File: config.mk
export PLATFORM = sky130hd
export DESIGN_NAME = alu_ex_stage
export DESIGN_NICKNAME = d
export VERILOG_FILES = /design/src/rtl/alu_pkg.sv /design/src/rtl/int_add_sub.sv /design/src/rtl/alu_ex_stage.sv
export SDC_FILE = /design/constraint.sdc
export NUM_CORES = 1
export LEC_CHECK = 0
export ABC_AREA = 1
export CORE_UTILIZATION = 40
export CTS_CLUSTER_DIAMETER = 100
export DETAILED_ROUTE_END_ITERATION = 7
export SLEW_MARGIN = 20
export SYNTH_ARGS = -nofsm -noshare
export SYNTH_HDL_FRONTEND = slang
export SYNTH_SLANG_ARGS = --single-unit
File: constraint.sdc
create_clock -name i_clk -period 8.45 [get_ports i_clk]
set_input_delay 1.69 -clock i_clk [delete_from_list [all_inputs] [get_ports i_clk]]
set_output_delay 1.69 -clock i_clk [all_outputs]
set_load 0.03 [all_outputs]
File: src/rtl/alu_pkg.sv
// Shared definitions for the integer execute stage: datapath width,
// ALU op encoding and the op-to-adder-mode mapping.
package alu_pkg;

    localparam int XLEN = 32;
    localparam int OP_W = 4;

    localparam logic [OP_W-1:0] ALU_ADD    = 4'd0;
    localparam logic [OP_W-1:0] ALU_SUB    = 4'd1;
    localparam logic [OP_W-1:0] ALU_SLT    = 4'd2;
    localparam logic [OP_W-1:0] ALU_SLTU   = 4'd3;
    localparam logic [OP_W-1:0] ALU_XOR    = 4'd4;
    localparam logic [OP_W-1:0] ALU_OR     = 4'd5;
    localparam logic [OP_W-1:0] ALU_AND    = 4'd6;
    localparam logic [OP_W-1:0] ALU_PASS_B = 4'd7;

    // Compares are computed from A-B, so they share the subtract mode.
    function automatic logic adder_mode(input logic [OP_W-1:0] op);
        return (op == ALU_SUB) || (op == ALU_SLT) || (op == ALU_SLTU);
    endfunction

endpackage

File: src/rtl/int_add_sub.sv
// 32-bit integer adder/subtractor: mode 0 adds, mode 1 subtracts.
// Results wrap modulo 2^W; no carry or overflow is exported.
module int_add_sub #(
    parameter int W = 32
) (
    input  logic         i_mode,
    input  logic [W-1:0] i_a,
    input  logic [W-1:0] i_b,
    output logic [W-1:0] o_sum
);

    // Single adder: subtraction is a + ~b + 1.
    always_comb begin
        o_sum = i_a + (i_b ^ {W{i_mode}}) + {{(W-1){1'b0}}, i_mode};
    end

endmodule

File: src/rtl/alu_ex_stage.sv
// Two-stage integer execute pipeline. Stage 1 holds decoded operands and
// drives the shared adder; stage 2 holds the finished result for writeback.
// Valid/ready on both sides, flush drops everything in flight.
module alu_ex_stage #(
    parameter int XLEN = alu_pkg::XLEN,
    parameter int RD_W = 5
) (
    input  logic            i_clk,
    input  logic            i_rst_n,
    input  logic            i_flush,
    input  logic            i_valid,
    output logic            o_ready,
    input  logic [3:0]      i_op,
    input  logic [XLEN-1:0] i_rs1,
    input  logic [XLEN-1:0] i_rs2,
    input  logic [XLEN-1:0] i_imm,
    input  logic            i_use_imm,
    input  logic [RD_W-1:0] i_rd,
    output logic            o_valid,
    input  logic            i_ready,
    output logic [XLEN-1:0] o_result,
    output logic [RD_W-1:0] o_rd
);

    import alu_pkg::*;

    logic            vld_p1;
    logic [3:0]      op_p1;
    logic [XLEN-1:0] a_p1;
    logic [XLEN-1:0] b_p1;
    logic [RD_W-1:0] rd_p1;

    logic            s1_en;
    logic            s2_en;
    logic            mode_p1;
    logic [XLEN-1:0] sum_p1;
    logic            lt_p1;
    logic            ltu_p1;
    logic [XLEN-1:0] res_p1;

    // Pipeline advance enables; o_ready sees i_ready combinationally.
    always_comb begin
        s2_en   = !o_valid || i_ready;
        s1_en   = !vld_p1 || s2_en;
        o_ready = s1_en && !i_flush;
    end

    // ---- stage 1: operand capture ----
    // Stage-1 valid and operands; flush overrides the enable.
    always_ff @(posedge i_clk or negedge i_rst_n) begin
        if (!i_rst_n) begin
            vld_p1 <= 1'b0;
            op_p1  <= '0;
            a_p1   <= '0;
            b_p1   <= '0;
            rd_p1  <= '0;
        end else if (i_flush) begin
            vld_p1 <= 1'b0;
        end else if (s1_en) begin
            vld_p1 <= i_valid;
            op_p1  <= i_op;
            a_p1   <= i_rs1;
            b_p1   <= i_use_imm ? i_imm : i_rs2;
            rd_p1  <= i_rd;
        end
    end

    // Adder mode follows the registered op.
    always_comb begin
        mode_p1 = adder_mode(op_p1);
    end

    int_add_sub #(
        .W (XLEN)
    ) u_add_sub (
        .i_mode (mode_p1),
        .i_a    (a_p1),
        .i_b    (b_p1),
        .o_sum  (sum_p1)
    );

    // Result select; compares use the difference sign unless operand
    // signs differ, where the answer is fixed by the sign bits alone.
    always_comb begin
        lt_p1  = (a_p1[XLEN-1] ^ b_p1[XLEN-1]) ? a_p1[XLEN-1] : sum_p1[XLEN-1];
        ltu_p1 = (a_p1[XLEN-1] ^ b_p1[XLEN-1]) ? b_p1[XLEN-1] : sum_p1[XLEN-1];
        res_p1 = '0;
        case (op_p1)
            ALU_ADD, ALU_SUB: res_p1 = sum_p1;
            ALU_SLT:          res_p1 = {{(XLEN-1){1'b0}}, lt_p1};
            ALU_SLTU:         res_p1 = {{(XLEN-1){1'b0}}, ltu_p1};
            ALU_XOR:          res_p1 = a_p1 ^ b_p1;
            ALU_OR:           res_p1 = a_p1 | b_p1;
            ALU_AND:          res_p1 = a_p1 & b_p1;
            ALU_PASS_B:       res_p1 = b_p1;
            default:          res_p1 = '0;
        endcase
    end

    // ---- stage 2: writeback result ----
    // Output register holds steady while downstream stalls.
    always_ff @(posedge i_clk or negedge i_rst_n) begin
        if (!i_rst_n) begin
            o_valid  <= 1'b0;
            o_result <= '0;
            o_rd     <= '0;
        end else if (i_flush) begin
            o_valid  <= 1'b0;
        end else if (s2_en) begin
            o_valid  <= vld_p1;
            o_result <= res_p1;
            o_rd     <= rd_p1;
        end
    end

endmodule
==> impl_metrics.tcl <==
set metrics [dict create \
    status "finished clean" \
    slew_worst_pin_ns 1.06 \
    drt-wirelength-per-cell_um 14.7 \
    worstSetupEndpointType "primary output" \
    yosys_warnings 0 \
    min_period_ns 4.86 \
    min_delay_worst_endpoint "o_result[26]$_DFFE_PN0P_" \
    remaining_drc_errors 0 \
    max_slew_margin_vs_limit_pct 29.0 \
    seq_area_frac_synth_pct 32.4 \
    buffer_ports.inserted 149 \
    worst_min_delay_path_class "flip-flop to flip-flop" \
    synth_seq_cells 112 \
    period_share_pct 57.5 \
    gr-usage-all-layers_pct 21.9 \
    drt-pass1-iter-count 6 \
    synth_enable_flop_cells 0 \
    mappedNetlistNets 1402 \
    switchingPower_mw 0.865 \
    place_inst 1579 \
    cts_root_buf "sky130_fd_sc_hd__clkbuf_16" \
    synthesis.instances 1194 \
    utilization_pct 50.6 \
    async_flop_share_pct 100 \
    h-tree-depth 3 \
    synthesis.area_per_instance_sq_um 7.24 \
    wirelength_mm 23.4 \
    design.portCount 150 \
    clock_latency_ns 0.37 \
    grt_setup_unrepaired "false" \
    first_pass_grt_wire_length_mm 38.8 \
    pin_count_of_the_biggest_net_entering_global_routing 80 \
    hpwl_reported_at_the_end_of_detailed_placement_mm 17.6 \
    cts-resized-gates 0 \
    leakagePower_nw 5.20 \
    cp.required_ns 6.76 \
    worst_setup_path_type "primary input to primary output" \
    drtAntennaViolNets 0 \
    fin_setup_tns_ns 0 \
    route.vias.total 8002 \
    skew_ns 0.00957 \
    synth_area_sq_mm 0.00865 \
    final_cell_mix "306 x sky130_fd_sc_hd__nand2_1, 159 x sky130_fd_sc_hd__inv_1, 147 x sky130_fd_sc_hd__clkdlybuf4s50_1" \
    highest_fanout_seen_on_the_critical_path 2 \
    worst_setup_slack_final_ns 3.59 \
    avgViaCountPerCell 5.02 \
    reg2reg_to "o_result[21]$_DFFE_PN0P_" \
    area.growth.synth_to_final_pct 23.5 \
    critical_path.reg2reg.startpoint "op_p1[3]$_DFFE_PN0P_" \
    yosys_most_used_dff "sky130_fd_sc_hd__dfrtp_1" \
    cts_tree "done" \
    power.ir.vdd_worst_mv 0.0974 \
    die_height_um 149 \
    synth_cell_types 37 \
    crit_arrival_ns 3.17 \
    finalNetCount 1523 \
    cellPowerDensity_mw_per_mm2 191 \
    p_sw_share_pct 42.4 \
    post-layout-total-power_mw 2.04 \
    antenna_found_initial 0 \
    ctsLongestPathBuffers 2 \
    setup_violations 0 \
    cap_violations 0 \
    hold_path_startpoint "o_result[26]$_DFFE_PN0P_" \
    globalRouteOverflowTotal 0 \
    cts-buffers-inserted 9 \
    placement.setup.worst_slack_ns 3.57 \
    rows 53 \
    critical_path.startpoint_type "primary input" \
    count_of_inserted_antenna_diode_cells 0 \
    cts.clk_slew.worst_paths_ns 0.08 \
    power.clock.fraction_pct 22.1 \
    combPwrFrac_pct 45.4 \
    max_freq_mhz 206 \
    reg2reg_setup_slack_ns 5.03 \
    power.internal_mw 1.17 \
    p_seq_share_pct 32.5 \
    final_hold_viol_count 0 \
    hold_fix_buffer_count_after_cts 0 \
    detailedRoute.firstIterationViolations 309 \
    layout_commonest_cell "sky130_fd_sc_hd__nand2_1" \
    tritoncts_num_sinks 112 \
    core_area_sq_mm 0.0211 \
    floorplan.die_area_sq_mm 0.0222 \
    finish.cell_count_without_fillers 1595 \
    initial_core_utilization_pct 41.0 \
    chipWidth_um 149 \
    hold_path_depth 2 \
    finalMaxSlewViolations 0 \
    drive_gt1_share_pct 3.56 \
    rr_worst_depth 15 \
    postCtsSetupRepairBufs 0 \
    place_congestion 0.891 \
    first_global_vias 7763 \
]
metal layers:
metal / track usage (%) / wire length [um]
met3: 2.87 / 817
met5: 0 / 0
met4: 5.10 / 218
met2: 36.4 / 10800
met1: 30.2 / 11500
cell type report:
class,instances,area [sq um]
fill,2165,10400
multi-input combinational,871,5060
sequential,112,2800
timing repair buffer,157,1540
inverter,164,618
tap,275,344
clock buffer,9,225
clock inverter,7,86.3
state kept, by name (all words and copies together), names as in the netlist:
| name | count |
|---|---|
| a_p1 | 32 |
| b_p1 | 32 |
| o_result | 32 |
| o_rd | 5 |
| rd_p1 | 5 |
| op_p1 | 4 |
| o_valid | 1 |
| vld_p1 | 1 |
through the flow:
stage                     area [sq um]  hold slack (ns)
after floorplan                   8650            0.454
after global placement           10400            0.467
after detailed placement         10400            0.465
after CTS                        10700            0.489
after global routing             10700            0.504
final                            10700            0.481
Yosys cell counts (2+ instances only):
| master | n | area [sq um] |
|---|---|---|
| sky130_fd_sc_hd__nand2_1 | 306 | 1150 |
| sky130_fd_sc_hd__inv_1 | 160 | 601 |
| sky130_fd_sc_hd__o21ai_0 | 135 | 676 |
| sky130_fd_sc_hd__dfrtp_1 | 112 | 2800 |
| sky130_fd_sc_hd__ha_1 | 96 | 1200 |
| sky130_fd_sc_hd__nor2_1 | 88 | 330 |
| sky130_fd_sc_hd__a21oi_1 | 45 | 225 |
| sky130_fd_sc_hd__o211ai_1 | 43 | 323 |
| sky130_fd_sc_hd__clkbuf_1 | 42 | 158 |
| sky130_fd_sc_hd__nand3_1 | 32 | 160 |
| sky130_fd_sc_hd__xor2_1 | 32 | 280 |
| sky130_fd_sc_hd__a211oi_1 | 18 | 135 |
| sky130_fd_sc_hd__a221oi_1 | 12 | 105 |
| sky130_fd_sc_hd__a31oi_1 | 7 | 43.8 |
| sky130_fd_sc_hd__nand2_2 | 6 | 37.5 |
| sky130_fd_sc_hd__nor3_1 | 6 | 30.0 |
| sky130_fd_sc_hd__o21bai_1 | 6 | 45.0 |
| sky130_fd_sc_hd__a21o_1 | 5 | 37.5 |
| sky130_fd_sc_hd__nand4_1 | 5 | 31.3 |
| sky130_fd_sc_hd__inv_2 | 4 | 15.0 |
| sky130_fd_sc_hd__o221ai_1 | 4 | 35.0 |
| sky130_fd_sc_hd__buf_2 | 3 | 15.0 |
| sky130_fd_sc_hd__nand3b_1 | 3 | 22.5 |
| sky130_fd_sc_hd__o21a_1 | 3 | 22.5 |
| sky130_fd_sc_hd__or2_2 | 3 | 18.8 |
| sky130_fd_sc_hd__a21boi_0 | 2 | 15.0 |
| sky130_fd_sc_hd__buf_1 | 2 | 7.51 |
| sky130_fd_sc_hd__nand2_4 | 2 | 22.5 |
| sky130_fd_sc_hd__nor2_2 | 2 | 12.5 |
| sky130_fd_sc_hd__o21ai_1 | 2 | 10.0 |
| sky130_fd_sc_hd__xnor2_1 | 2 | 17.5 |
how the worst max path moves through the flow:
stage / slack (ns) / start / cells past startpoint / endpoint
after floorplan: 4.14 / i_ready / 6 / o_ready
after CTS: 3.57 / i_ready / 6 / o_ready
after global routing: 3.53 / i_ready / 6 / o_ready
after detailed placement: 3.57 / i_ready / 6 / o_ready
final: 3.59 / i_ready / 6 / o_ready
after global placement: 3.59 / i_ready / 6 / o_ready
worst max-delay path, stage by stage:
cell	delay, ns
sky130_fd_sc_hd__clkdlybuf4s50_1	0.45
sky130_fd_sc_hd__inv_1	0.05
sky130_fd_sc_hd__nand3_1	0.08
sky130_fd_sc_hd__nand2_1	0.11
sky130_fd_sc_hd__inv_4	0.10
sky130_fd_sc_hd__clkdlybuf4s50_1	0.68
power groups by stage:
| stage | registers (mW) | logic (mW) | clock network [mW] |
|---|---|---|---|
| detailed placement | 0.673 | 0.923 | 0 |
| global placement | 0.673 | 0.917 | 0 |
| global route | 0.675 | 1.04 | 0.479 |
| CTS | 0.665 | 0.929 | 0.462 |
| finish | 0.663 | 0.925 | 0.450 |
| floorplan | 0.747 | 0.530 | 0 |
kinds of logic (layout without fill, tap and decap cells):
group | Yosys count | count (layout) | synth area share, %
AOI/OAI and AO/OA | 285 | 285 | 19.6
xor gates and xnor gates | 34 | 34 | 3.44
adders and majority gates | 97 | 97 | 14.1
buffers and inverters | 211 | 337 | 9.20
DFF | 112 | 112 | 32.4
and+or+nand+nor | 455 | 455 | 21.2
(Power assumes the default switching activity.)
